==> config.mk <==
export PLATFORM = sky130hd
export DESIGN_NAME = bcd2bin_seq
export DESIGN_NICKNAME = d
export VERILOG_FILES = /design/src/rtl/bcd_pkg.sv /design/src/rtl/bcd_digit_adj.sv /design/src/rtl/bcd2bin_seq.sv
export SDC_FILE = /design/constraint.sdc
export NUM_CORES = 1
export LEC_CHECK = 0
export BUFFER_PORTS_ARGS = -buffer_cell sky130_fd_sc_hd__buf_2
export CORE_ASPECT_RATIO = 0.5
export CORE_MARGIN = 2
export CORE_UTILIZATION = 40
export DETAILED_ROUTE_END_ITERATION = 10
export HOLD_SLACK_MARGIN = 0.03
export PLACE_DENSITY = 0.64
export SETUP_SLACK_MARGIN = 0.4
export SYNTH_ARGS = -nofsm -noshare
export SYNTH_HDL_FRONTEND = slang
export SYNTH_SLANG_ARGS = --single-unit
==> constraint.sdc <==
create_clock -name clk -period 1.43 [get_ports clk]
set_input_delay 0.143 -clock clk [delete_from_list [all_inputs] [get_ports clk]]
set_output_delay 0.143 -clock clk [all_outputs]
set_load 0.1 [all_outputs]
==> src/rtl/bcd_pkg.sv <==
// ---------------------------------------------------------------------------
// bcd_pkg
// Shared types and constants for the sequential BCD-to-binary converter.
//   state_e        : converter FSM state encoding (IDLE / SHIFT / DONE)
//   BCD_ADJ_THRESH : digit value at or above which a correction is applied
//   BCD_ADJ_SUB    : correction subtracted from a digit after each shift
//   BCD_MAX_DIGIT  : largest legal decimal digit value
// ---------------------------------------------------------------------------
package bcd_pkg;

    typedef enum logic [1:0] {
        ST_IDLE  = 2'd0,
        ST_SHIFT = 2'd1,
        ST_DONE  = 2'd2
    } state_e;

    localparam logic [3:0] BCD_ADJ_THRESH = 4'd8;
    localparam logic [3:0] BCD_ADJ_SUB    = 4'd3;
    localparam logic [3:0] BCD_MAX_DIGIT  = 4'd9;

endpackage : bcd_pkg

==> src/rtl/bcd_digit_adj.sv <==
// ---------------------------------------------------------------------------
// bcd_digit_adj
// Combinational per-digit correction for reverse double dabble: a digit that
// has just received a bit shifted in from its upper neighbour is worth 8 or
// more only because that bit carried a decimal weight of 10 instead of the
// binary weight of 16, so 3 is subtracted to restore a correct BCD digit.
// Ports:
//   digit_i : 4-bit digit after the shift
//   digit_o : corrected digit (digit_i - 3 when digit_i >= 8, else digit_i)
// ---------------------------------------------------------------------------
module bcd_digit_adj
    import bcd_pkg::*;
(
    input  logic [3:0] digit_i,
    output logic [3:0] digit_o
);

    assign digit_o = (digit_i >= BCD_ADJ_THRESH) ? (digit_i - BCD_ADJ_SUB) : digit_i;

endmodule : bcd_digit_adj

==> src/rtl/bcd2bin_seq.sv <==
// ---------------------------------------------------------------------------
// bcd2bin_seq
// Sequential packed-BCD to binary converter using reverse double dabble.
// One bit of the result is produced per SHIFT cycle, so a conversion takes
// BW SHIFT cycles followed by one DONE cycle in which the result is flagged.
//
// Parameters:
//   NDIG : number of packed BCD digits on bcd (digit 0 in bits [3:0])
//   BW   : binary result width, must satisfy 2^BW > 10^NDIG - 1
//
// Ports:
//   clk   : clock, all state changes on the rising edge
//   rst_n : asynchronous active-low reset
//   start : conversion request, only looked at while idle
//   bcd   : packed BCD operand, captured when start is accepted
//   busy  : high during SHIFT and DONE
//   done  : one-cycle pulse; bin and err are valid in that cycle
//   bin   : binary result, held until the next done
//   err   : invalid-digit flag, qualified by done
//
// Build option:
//   BCD2BIN_DIGIT_CHECK_EN : when defined, a captured operand containing any
//   digit above 9 finishes with err=1 and bin=0. When undefined, err stays 0
//   and such operands produce a deterministic but meaningless bin. Latency is
//   the same in both builds.
// ---------------------------------------------------------------------------
module bcd2bin_seq
    import bcd_pkg::*;
#(
    parameter int NDIG = 3,
    parameter int BW   = 10
) (
    input  logic                clk,
    input  logic                rst_n,
    input  logic                start,
    input  logic [4*NDIG-1:0]   bcd,
    output logic                busy,
    output logic                done,
    output logic [BW-1:0]       bin,
    output logic                err
);

    localparam int WW    = 4 * NDIG;
    localparam int CNT_W = (BW > 1) ? $clog2(BW) : 1;
    localparam logic [CNT_W-1:0] CNT_LAST = CNT_W'(BW - 1);

    // ------------------------------------------------------------------
    // State
    // ------------------------------------------------------------------
    state_e            state_q;
    logic [WW-1:0]     work_q;      // remaining BCD digits being drained
    logic [BW-1:0]     part_q;      // binary result, filled from the MSB
    logic [CNT_W-1:0]  cnt_q;       // shift index 0..BW-1
    logic              inv_q;       // captured operand had an illegal digit
    logic              busy_q;
    logic              done_q;
    logic [BW-1:0]     bin_q;
    logic              err_q;

    // ------------------------------------------------------------------
    // Datapath: one right shift of {work, partial}, then digit correction
    // ------------------------------------------------------------------
    logic [WW+BW-1:0]  shifted;
    logic [WW-1:0]     work_shift;
    logic [WW-1:0]     work_adj;
    logic [WW-1:0]     work_d;
    logic [BW-1:0]     part_d;
    logic              last_shift;

    assign shifted    = {work_q, part_q} >> 1;
    assign work_shift = shifted[WW+BW-1:BW];
    assign part_d     = shifted[BW-1:0];
    assign last_shift = (cnt_q == CNT_LAST);

    for (genvar g = 0; g < NDIG; g++) begin : g_adj
        bcd_digit_adj u_adj (
            .digit_i (work_shift[4*g +: 4]),
            .digit_o (work_adj[4*g +: 4])
        );
    end

    // The correction is skipped after the final shift: the work register is
    // no longer consumed, and leaving it untouched keeps the last step a
    // pure shift.
    assign work_d = last_shift ? work_shift : work_adj;

    // ------------------------------------------------------------------
    // Operand legality, evaluated on the incoming bcd at capture time
    // ------------------------------------------------------------------
    logic capture_bad;

`ifdef BCD2BIN_DIGIT_CHECK_EN
    logic digit_bad;

    // NOTE: every variable assigned in always_comb gets a default first, so
    // no path leaves it unassigned and no latch is inferred.
    always_comb begin
        digit_bad = 1'b0;
        for (int i = 0; i < NDIG; i++) begin
            if (bcd[4*i +: 4] > BCD_MAX_DIGIT) begin
                digit_bad = 1'b1;
            end
        end
    end

    assign capture_bad = digit_bad;
`else
    assign capture_bad = 1'b0;
`endif

    // ------------------------------------------------------------------
    // Control FSM with registered outputs
    // ------------------------------------------------------------------
    // NOTE: sequential state uses non-blocking assignments only, so every
    // register samples the pre-edge values of the others regardless of the
    // order of statements in this block.
    always_ff @(posedge clk or negedge rst_n) begin
        if (!rst_n) begin
            state_q <= ST_IDLE;
            work_q  <= '0;
            part_q  <= '0;
            cnt_q   <= '0;
            inv_q   <= 1'b0;
            busy_q  <= 1'b0;
            done_q  <= 1'b0;
            bin_q   <= '0;
            err_q   <= 1'b0;
        end else begin
            case (state_q)
                ST_IDLE: begin
                    if (start) begin
                        work_q  <= bcd;
                        part_q  <= '0;
                        cnt_q   <= '0;
                        inv_q   <= capture_bad;
                        busy_q  <= 1'b1;
                        state_q <= ST_SHIFT;
                    end
                end

                ST_SHIFT: begin
                    work_q <= work_d;
                    part_q <= part_d;
                    if (last_shift) begin
                        // part_d already holds the complete result here, so
                        // bin is loaded on the same edge that enters DONE.
                        bin_q   <= inv_q ? '0 : part_d;
                        err_q   <= inv_q;
                        done_q  <= 1'b1;
                        state_q <= ST_DONE;
                    end else begin
                        cnt_q <= cnt_q + 1'b1;
                    end
                end

                ST_DONE: begin
                    done_q  <= 1'b0;
                    busy_q  <= 1'b0;
                    state_q <= ST_IDLE;
                end

                default: begin
                    done_q  <= 1'b0;
                    busy_q  <= 1'b0;
                    state_q <= ST_IDLE;
                end
            endcase
        end
    end

    assign busy = busy_q;
    assign done = done_q;
    assign bin  = bin_q;
    assign err  = err_q;

endmodule : bcd2bin_seq

==> flow_metrics.py, run 1 <==
metrics = {
    "critical_path": {
        "crit_type": "reg2reg",
        "critPathMaxStageDelay_ns": 0.43,
        "crit_chain": "ha_4 -> and3b_2 -> buf_4 -> buf_6 -> o21ai_2 -> a31oi_1",
        "rr_worst_depth": 6,
        "start_kind": "flop",
        "setup.worst_path.end_class": "flop",
        "arrival_ns": 1.65,
        "crit_path_start": "cnt_q[0]",
        "worstPathRequired_ns": 1.60,
        "ff2ff_setup_slack_ns": -0.05,
        "cp_max_fo": 7,
        "r2r_start": "cnt_q[0]",
        "crit_path_top_delay_cell": "dfrtp_1",
        "worstSetupEndpoint": "work_q[4]",
        "reg2reg_to": "work_q[4]",
    },
    "die": {
        "start_util": 0.420,
        "fp-row-count": 17,
        "die_area_mm2": 0.00524,
        "fp.coreArea_mm2": 0.00442,
        "die_y_um": 52.2,
        "io_pins": 28,
        "die_w_um": 100,
    },
    "global_route": {
        "grt_use_total": 0.195,
        "grt_pass1_wl_mm": 7.71,
        "grt_max_degree": 33,
        "antenna_found_initial": 0,
        "overflow": 0,
        "grt_pass1_vias": 1593,
    },
    "synthesis": {
        "synth_area_leader_cell": "dfrtp_1",
        "avgSynthCellArea_um2": 11.3,
        "yosysTopAreaCellShare": 0.525,
        "syn-num-nets": 185,
        "synth_edf_count": 0,
        "yosys-top-cells-area": "dfrtp_1 52%, mux2_1 4.8%, a22o_1 4.2%",
        "async_flop_share": 1.00,
        "synthCells": 164,
        "yosysUniqueCellTypes": 33,
        "yosysWarnings": 0,
        "synth-seq-cells": 39,
        "synth_area_mm2": 0.00186,
        "synth_flop_cell": "dfrtp_1",
        "synth-seq-area-share": 0.525,
    },
    "cts": {
        "cts_made_buffers": 5,
        "clk_latency_ns": 0.29,
        "root_buffer": "clkbuf_8",
        "cts_tree": "built",
        "cts_sinks": 39,
        "cts.clk_slew.worst_paths_ns": 0.08,
        "cts.path.max_buffers": 2,
        "htree_num_levels": 2,
    },
    "drt": {
        "dr.first_iter.drc_count": 49,
        "ant_nets": 0,
        "wl_mm": 4.74,
        "firstDrtPassIters": 4,
        "wire_per_inst_um": 16.6,
        "via_per_inst": 5.43,
        "drcViolationCount": 0,
        "vias": 1547,
    },
    "pwr": {
        "power_density_mw_per_mm2": 2720,
        "totalPowerFinal_mw": 7.97,
        "vdd_drop_max_v": 0.00117,
        "leakagePower_nw": 1.37,
    },
    "finish": {
        "mostFrequentLayoutCell": "dfrtp_1",
        "syn_to_final_growth_pct": 57.8,
        "layout_common_cells": "35 x dfrtp_1, 19 x buf_4, 16 x buf_12",
        "fin_cells": 285,
        "drive_gt1_frac": 0.504,
        "antenna_cells": 0,
        "utilization": 0.663,
        "fillerInstances": 313,
        "layout.nets": 248,
    },
    "placed_design": {
        "post-place-cells": 258,
        "numPortBuffers": 26,
        "hpwlAfterDp_mm": 2.60,
        "place_congestion": 0.831,
    },
    "run_status": {
        "status": "complete, but fails checks",
        "violations": "negative setup slack",
    },
    "timing": {
        "drv_slew": 0,
        "fin_hold_ws_ns": 0.125,
        "finalHoldViolCount": 0,
        "fin_skew_ns": 0.00531,
        "fin_setup_tns_ns": -0.220,
        "period_needed_ns": 1.48,
        "fmax_mhz": 676,
        "final.period_utilization": 1.03,
        "finalSetupViolCount": 13,
        "fin_ws_ns": -0.0500,
        "rsz0062_at_grt": "yes",
    },
    "flow_run": {
        "drv_cap": 0,
    },
    "worst_hold_path": {
        "hold_class": "in2reg",
    },
}
## worst min-delay path by stage
stage,end,cells past startpoint,from,slack (ns)
after global placement,work_q[11],1,rst_n,0.007
after floorplan,bin[0],0,rst_n,-0.15
after global routing,work_q[9],3,bcd[9],0.15
after detailed placement,work_q[11],1,rst_n,0.009
after CTS,work_q[9],3,bcd[9],0.12
final,work_q[8],3,bcd[8],0.13
## flip-flops by register name (all words and copies together), names as in the netlist
name / flops
work_q: 12
bin: 10
part_q: 9
cnt_q: 4
state_q: 2
busy: 1
done: 1
## Yosys cell counts, types with 5 or more instances
cell     instances
mux2i_1          5
nand2_1          7
a21oi_1          7
o21ai_0         13
dfrtp_1         39
a22o_1           9
inv_1            9
nor2b_1          5
mux2_1           8
and3b_1          5
a31oi_1          7
ha_1             6
## worst max-delay path: cells and delay by family (launching register included)
| kind | cells | cell delay, ns |
|---|---|---|
| DFF | 1 | 0.43 |
| buffers and inverters | 2 | 0.26 |
| adders and majority gates | 1 | 0.19 |
| AOI/OAI and AO/OA | 2 | 0.21 |
| and+or+nand+nor | 1 | 0.27 |
## power breakdown
part	switching, mW	total (mW)	internal [mW]
combinational	2.62	5.11	2.49
sequential	0.500	2.12	1.62
clock	0.395	0.737	0.341
total	3.52	7.97	4.45
## metal layers
layer | vias up | track usage | wire length, um
li1 | 723 | - | -
met1 | 786 | 0.265 | 2240
met2 | 32 | 0.317 | 2250
met3 | 6 | 0.0440 | 189
met4 | 0 | 0.0571 | 61
met5 | - | 0 | 0
## stage by stage
step                setup WS, ns  instance area (um2)
detailed placement        -0.104                 2220
CTS                     -0.00539                 2720
global placement         -0.0485                 2220
global route              -0.113                 2930
finish                   -0.0500                 2930
floorplan                -0.0437                 1920
## layout make-up
cell class	instances	area, um2	area share
clock buffers	6	72.6	0.0247
well taps	57	71.3	0.0243
inverters	9	36.3	0.0124
flip-flops and latches	39	981	0.334
multi-input cells	108	1030	0.350
repair buffers	64	733	0.250
clock inverters	2	12.5	0.00426
## kinds of logic (layout without fill, tap and decap cells)
kind of cell / after synthesis / after routing / synth area share
DFF: 39 / 39 / 0.525
muxes: 15 / 15 / 0.0875
adders and majority gates: 6 / 6 / 0.0404
AOI/OAI and AO/OA: 50 / 51 / 0.181
other: 1 / 1 / 0.00202
and+or+nand+nor: 34 / 35 / 0.113
buffers and inverters: 19 / 81 / 0.0511
## repair_timing
action,in CTS,in global routing
resized for setup,74,39
cloned,4,0
setup endpoints to repair,50,51
hold endpoints to repair,39,0
hold buffers,1,0
pin swaps,10,17
setup buffers,9,5
Note: power is estimated with default switching activity, not from simulation.
==> inputs of run 2 (changes only) <==
--- a/config.mk
+++ b/config.mk
@@ -5,6 +5,7 @@
 export SDC_FILE = /design/constraint.sdc
 export NUM_CORES = 1
 export LEC_CHECK = 0
+export ABC_AREA = 1
 export BUFFER_PORTS_ARGS = -buffer_cell sky130_fd_sc_hd__buf_2
 export CORE_ASPECT_RATIO = 0.5
 export CORE_MARGIN = 2
==> run 2 against run 1 <==
The flow now finishes without violations. Global-route usage rose by 1.8 points. Critical path depth rose by 1. Sequential share of layout area decreased by 0.58 points. Setup slack improved by 0.15 ns. Cell area rose by 4.0%. First-iteration DRC count rose by 140%. Cell count increased by 22%. Register-to-register slack improved by 0.15 ns. Fmax increased by 11%. Via count increased by 16%. Largest cell class unchanged.
==> flow_metrics.py, run 2 <==
metrics = {
    "critical_path": {
        "critical-path-top-delay-family": "flip-flops",
        "setup.worst_path.end_class": "flop",
        "cpMostUsedCell": "nand2_1",
        "worstPathRequired_ns": 1.63,
        "arrival_ns": 1.53,
        "rr_worst_depth": 7,
        "path_depth": 7,
        "start_kind": "flop",
        "critPathBufInv": 2,
        "crit_path_top_delay_cell": "dfrtp_2",
        "crit_chain": "ha_4 -> buf_12 -> buf_4 -> nand4_1 -> nand3_1 -> nand2_1 -> nand2_1",
        "critPathMaxStageDelay_ns": 0.43,
        "crit_type": "reg2reg",
        "cp_max_fo": 4,
    },
    "die": {
        "fp-row-count": 17,
        "die_area_mm2": 0.00536,
        "die_y_um": 52.8,
        "io_pins": 28,
        "fp.coreArea_mm2": 0.00449,
        "start_util": 0.424,
        "die_w_um": 102,
    },
    "synthesis": {
        "synth_area_leader_cell": "dfrtp_1",
        "synth_area_mm2": 0.00190,
        "syn-num-nets": 237,
        "async_flop_share": 1.00,
        "synth_commonest_cells": "56 x nand2_1, 39 x dfrtp_1, 24 x inv_1, 19 x nor2_1, 15 x o21ai_0",
        "avgSynthCellArea_um2": 8.81,
        "synthCells": 216,
        "yosysTopAreaCellShare": 0.513,
        "yosysWarnings": 0,
        "yosys-top-cells-area": "dfrtp_1 51%, nand2_1 11%, inv_1 4.7%",
        "synth_flop_cell": "dfrtp_1",
        "synth-seq-cells": 39,
        "yosysUniqueCellTypes": 26,
        "synth-seq-area-share": 0.513,
        "synth_edf_count": 0,
        "synth_most_common_cell": "nand2_1",
    },
    "drt": {
        "wire_per_inst_um": 16.4,
        "via_per_inst": 5.19,
        "ant_nets": 0,
        "dr.first_iter.drc_count": 118,
        "wl_mm": 5.69,
        "firstDrtPassIters": 4,
        "drcViolationCount": 0,
        "vias": 1802,
    },
    "timing": {
        "drv_slew": 0,
        "fin_skew_ns": 0.00523,
        "fin_setup_tns_ns": 0,
        "rsz0062_at_grt": "yes",
        "fin_hold_ws_ns": 0.0810,
        "finalSetupViolCount": 0,
        "final.period_utilization": 0.933,
        "fin_ws_ns": 0.0953,
        "finalHoldViolCount": 0,
        "period_needed_ns": 1.33,
        "fmax_mhz": 749,
    },
    "cts": {
        "htree_num_levels": 2,
        "cts_tree": "built",
        "cts_sinks": 39,
        "cts.clk_slew.worst_paths_ns": 0.08,
        "clk_latency_ns": 0.30,
        "cts.path.max_buffers": 2,
        "cts_made_buffers": 5,
        "root_buffer": "clkbuf_8",
    },
    "worst_hold_path": {
        "hold_class": "in2reg",
        "whs_path_depth": 3,
    },
    "flow_run": {
        "drv_cap": 0,
    },
    "finish": {
        "mostFrequentLayoutCell": "nand2_1",
        "layout_common_cells": "49 x nand2_1, 20 x dfrtp_1, 19 x inv_1",
        "drive_gt1_frac": 0.498,
        "antenna_cells": 0,
        "regMostFlops": "work_q",
        "utilization": 0.680,
        "layout.nets": 301,
        "largest_reg_flops": 12,
        "syn_to_final_growth_pct": 60.3,
    },
    "placed_design": {
        "numPortBuffers": 26,
        "hpwlAfterDp_mm": 2.60,
        "place_congestion": 0.871,
        "pre_cts_ws_ns": 0.101,
    },
    "run_status": {
        "status": "finished, final reports clean",
    },
    "global_route": {
        "grt_pass1_wl_mm": 8.21,
        "grt_max_degree": 40,
        "antenna_found_initial": 0,
        "grt_pass1_vias": 1651,
        "grt_use_total": 0.213,
        "overflow": 0,
    },
}
run 2: cell families (layout without fill, tap and decap cells):
logic type,count (synthesis),in the layout,synth area share
other cells,1,1,0.00197
flops,39,39,0.513
fa+ha+maj,6,6,0.0394
xor+xnor,3,3,0.0138
simple gates,97,103,0.237
compound gates,36,36,0.106
buf+inv,34,93,0.0888
run 2: final cells by class:
class / count / area, um2
fillers: 316 / 1440
clock buffers: 5 / 68.8
flip-flops and latches: 39 / 1000
inverters: 27 / 138
clock inverters: 3 / 43.8
repair buffers: 58 / 644
multi-input cells: 149 / 1070
well taps: 66 / 82.6
run 2: final timing paths:
| kind | slack, ns | start | end |
|---|---|---|---|
| worst min register to register | 0.51 | bin[7] | bin[7] |
| worst min-delay path | 0.08 | bcd[9] | work_q[9] |
| worst max-delay path | 0.1 | cnt_q[0] | work_q[4] |
| min in group asynchronous | 0.42 | rst_n | work_q[6] |
| max in group asynchronous | 0.64 | rst_n | cnt_q[3] |
| worst max register to register | 0.1 | cnt_q[0] | work_q[4] |
run 2: per-layer routing:
metal	vias to the layer above	GRT usage	share of wire
met4	0	0.0833	0.023
met1	900	0.266	0.44
met2	49	0.344	0.50
li1	843	-	-
met5	-	0	0
met3	10	0.0693	0.039
run 2: worst min-delay path: cells and delay by family:
kind                   cells  cell delay [ns]
buffers and inverters      1             0.08
AND/OR/NAND/NOR            2             0.13
run 2: what timing repair did:
item	CTS	global route
setup buffers	17	10
resized for setup	69	50
endpoints found under the setup margin	51	51
hold buffers	1	0
hold endpoints to repair	39	0
pin swaps	12	18
cloned	5	2
run 2: stage by stage:
| stage | std cells | area, um2 |
|---|---|---|
| floorplan | 216 | 1960 |
| global placement | 304 | 2120 |
| detailed placement | 304 | 2120 |
| CTS | 335 | 2720 |
| global route | 347 | 3050 |
| finish | 347 | 3050 |
Power of run 2 is left out: the tool's default activity adds up to more than one toggle a clock period on the data nets, which glitch-free logic cannot reach.
==> inputs of run 3 (changes only) <==
--- a/config.mk
+++ b/config.mk
@@ -7,11 +7,12 @@
 export LEC_CHECK = 0
 export ABC_AREA = 1
 export BUFFER_PORTS_ARGS = -buffer_cell sky130_fd_sc_hd__buf_2
+export CAP_MARGIN = 30
 export CORE_ASPECT_RATIO = 0.5
 export CORE_MARGIN = 2
 export CORE_UTILIZATION = 40
 export DETAILED_ROUTE_END_ITERATION = 10
-export HOLD_SLACK_MARGIN = 0.03
+export HOLD_SLACK_MARGIN = 0.12
 export PLACE_DENSITY = 0.64
 export SETUP_SLACK_MARGIN = 0.4
 export SYNTH_ARGS = -nofsm -noshare
==> run 3 against run 2 <==
The flow now finishes with violations (negative setup slack). Critical path depth grew 1. Hold slack gained 0.097 ns. Non-clock buffer count grew 20. Setup slack lost 0.12 ns. Cell area grew 7.1%. Utilization grew 4.8 points. Sequential cell count is the same. Via count grew 9.2%. Clock skew grew 0.0045 ns. Routed wire length grew 12%. Fmax shrank 8.2%. Critical path type unchanged.
==> flow_metrics.py, run 3 (same netlist as run 2, synthesis figures left out) <==
metrics = {
    "run_status": {
        "status": "complete, but fails checks",
        "violations": "negative setup slack",
    },
    "critical_path": {
        "critical-path-top-delay-family": "simple AND/OR/NAND/NOR gates",
        "critPathMaxStageDelay_ns": 0.49,
        "arrival_ns": 1.69,
        "r2r_start": "state_q[1]",
        "crit_chain": "nor2_8 -> buf_6 -> buf_6 -> buf_6 -> nor2_1 -> nor2_1 -> nand2_1 -> nand2_1",
        "setup.worst_path.end_class": "flop",
        "crit_path_start": "state_q[1]",
        "critPathBufInv": 3,
        "cp_max_fo": 6,
        "start_kind": "flop",
        "worstPathRequired_ns": 1.66,
        "cpMostUsedCell": "buf_6",
        "crit_type": "reg2reg",
        "crit_path_top_delay_cell": "dfrtp_2",
    },
    "placed_design": {
        "hpwlAfterDp_mm": 2.60,
        "post-place-cells": 304,
        "place_area_mm2": 0.00212,
        "numPortBuffers": 26,
        "place_congestion": 0.871,
    },
    "worst_hold_path": {
        "hold_path_startpoint": "bcd[7]",
        "hold_class": "in2reg",
    },
    "timing": {
        "drv_slew": 0,
        "fin_ws_ns": -0.0245,
        "rsz0062_at_grt": "yes",
        "final.period_utilization": 1.02,
        "fmax_mhz": 688,
        "fin_skew_ns": 0.00969,
        "finalSetupViolCount": 1,
        "slew_headroom": 0.655,
        "period_needed_ns": 1.45,
        "finalHoldViolCount": 0,
        "worstMarginPinSlew_ns": 0.517,
    },
    "global_route": {
        "grt_max_degree": 40,
        "grt_pass1_vias": 1652,
        "grt_pass1_wl_mm": 8.18,
        "antenna_found_initial": 0,
        "grt_use_total": 0.210,
        "overflow": 0,
    },
    "finish": {
        "layout_common_cells": "46 x nand2_1, 29 x buf_4, 20 x dfrtp_1",
        "regMostFlops": "work_q",
        "syn_to_final_growth_pct": 71.7,
        "layout.nets": 321,
        "largest_reg_flops": 12,
        "final_area_mm2": 0.00327,
        "antenna_cells": 0,
        "mostFrequentLayoutCell": "nand2_1",
        "fin_cells": 367,
        "drive_gt1_frac": 0.532,
    },
    "die": {
        "io_pins": 28,
        "die_y_um": 52.8,
        "start_util": 0.424,
        "fp-row-count": 17,
        "fp.coreArea_mm2": 0.00449,
        "die_area_mm2": 0.00536,
        "die_w_um": 102,
    },
    "drt": {
        "firstDrtPassIters": 5,
        "wire_per_inst_um": 17.3,
        "ant_nets": 0,
        "via_per_inst": 5.36,
        "dr.first_iter.drc_count": 155,
        "wl_mm": 6.37,
        "drcViolationCount": 0,
        "vias": 1967,
    },
    "cts": {
        "root_buffer": "clkbuf_8",
        "htree_num_levels": 2,
        "cts.path.max_buffers": 2,
        "cts.clk_slew.worst_paths_ns": 0.09,
        "clk_latency_ns": 0.30,
        "cts_sinks": 39,
        "cts_tree": "built",
        "cts_made_buffers": 5,
    },
    "flow_run": {
        "drv_cap": 0,
    },
}
run 3: timing repair:
item	CTS	global route
endpoints found under the setup margin	51	51
gates resized for setup	69	62
setup buffers	17	27
hold buffers	4	0
pin swaps	12	22
endpoints found under the hold margin	42	0
gates cloned	5	2
run 3: worst paths after layout:
check / end / slack, ns / cells past startpoint
hold reg to reg: bin[3] / 0.51 / 2
hold / removal: work_q[7] / 0.18 / 3
setup / recovery: work_q[2] / -0.02 / 8
max in group asynchronous: bin[1] / 0.61 / 3
min in group asynchronous: state_q[1] / 0.42 / 3
setup reg to reg: work_q[2] / -0.02 / 8
run 3: final cells by class:
class / instances / area (um2)
Timing Repair inverter: 1 / 11.3
Timing Repair Buffer: 78 / 821
Clock buffer: 5 / 68.8
Sequential cell: 39 / 1000
Fill cell: 272 / 1220
Multi-Input combinational cell: 148 / 1090
Clock inverter: 3 / 43.8
Inverter: 27 / 143
Tap cell: 66 / 82.6
run 3: metal layers:
metal / part of all wire / GRT usage
met5: 0 / 0
met3: 0.071 / 0.0520
met1: 0.39 / 0.268
met2: 0.51 / 0.343
met4: 0.025 / 0.0856
run 3: per-stage QoR:
step / utilization / setup WS (ns) / setup TNS [ns] / hold slack, ns
after global placement: 0.472 / 0.0908 / 0 / 0.223
final: 0.728 / -0.0245 / -0.0245 / 0.178
after floorplan: - / 0.208 / 0 / -0.153
after detailed placement: 0.472 / 0.101 / 0 / 0.230
after CTS: 0.614 / 0.172 / 0 / 0.166
after global routing: 0.728 / -0.0703 / -0.0703 / 0.204
run 3: worst reg2reg max path, delay by kind of cell, from the launching register on:
family	cells	cell delay (ns)
and+or+nand+nor	5	0.57
DFF	1	0.49
buffers and inverters	3	0.34
Power of run 3 is left out for the same reason.
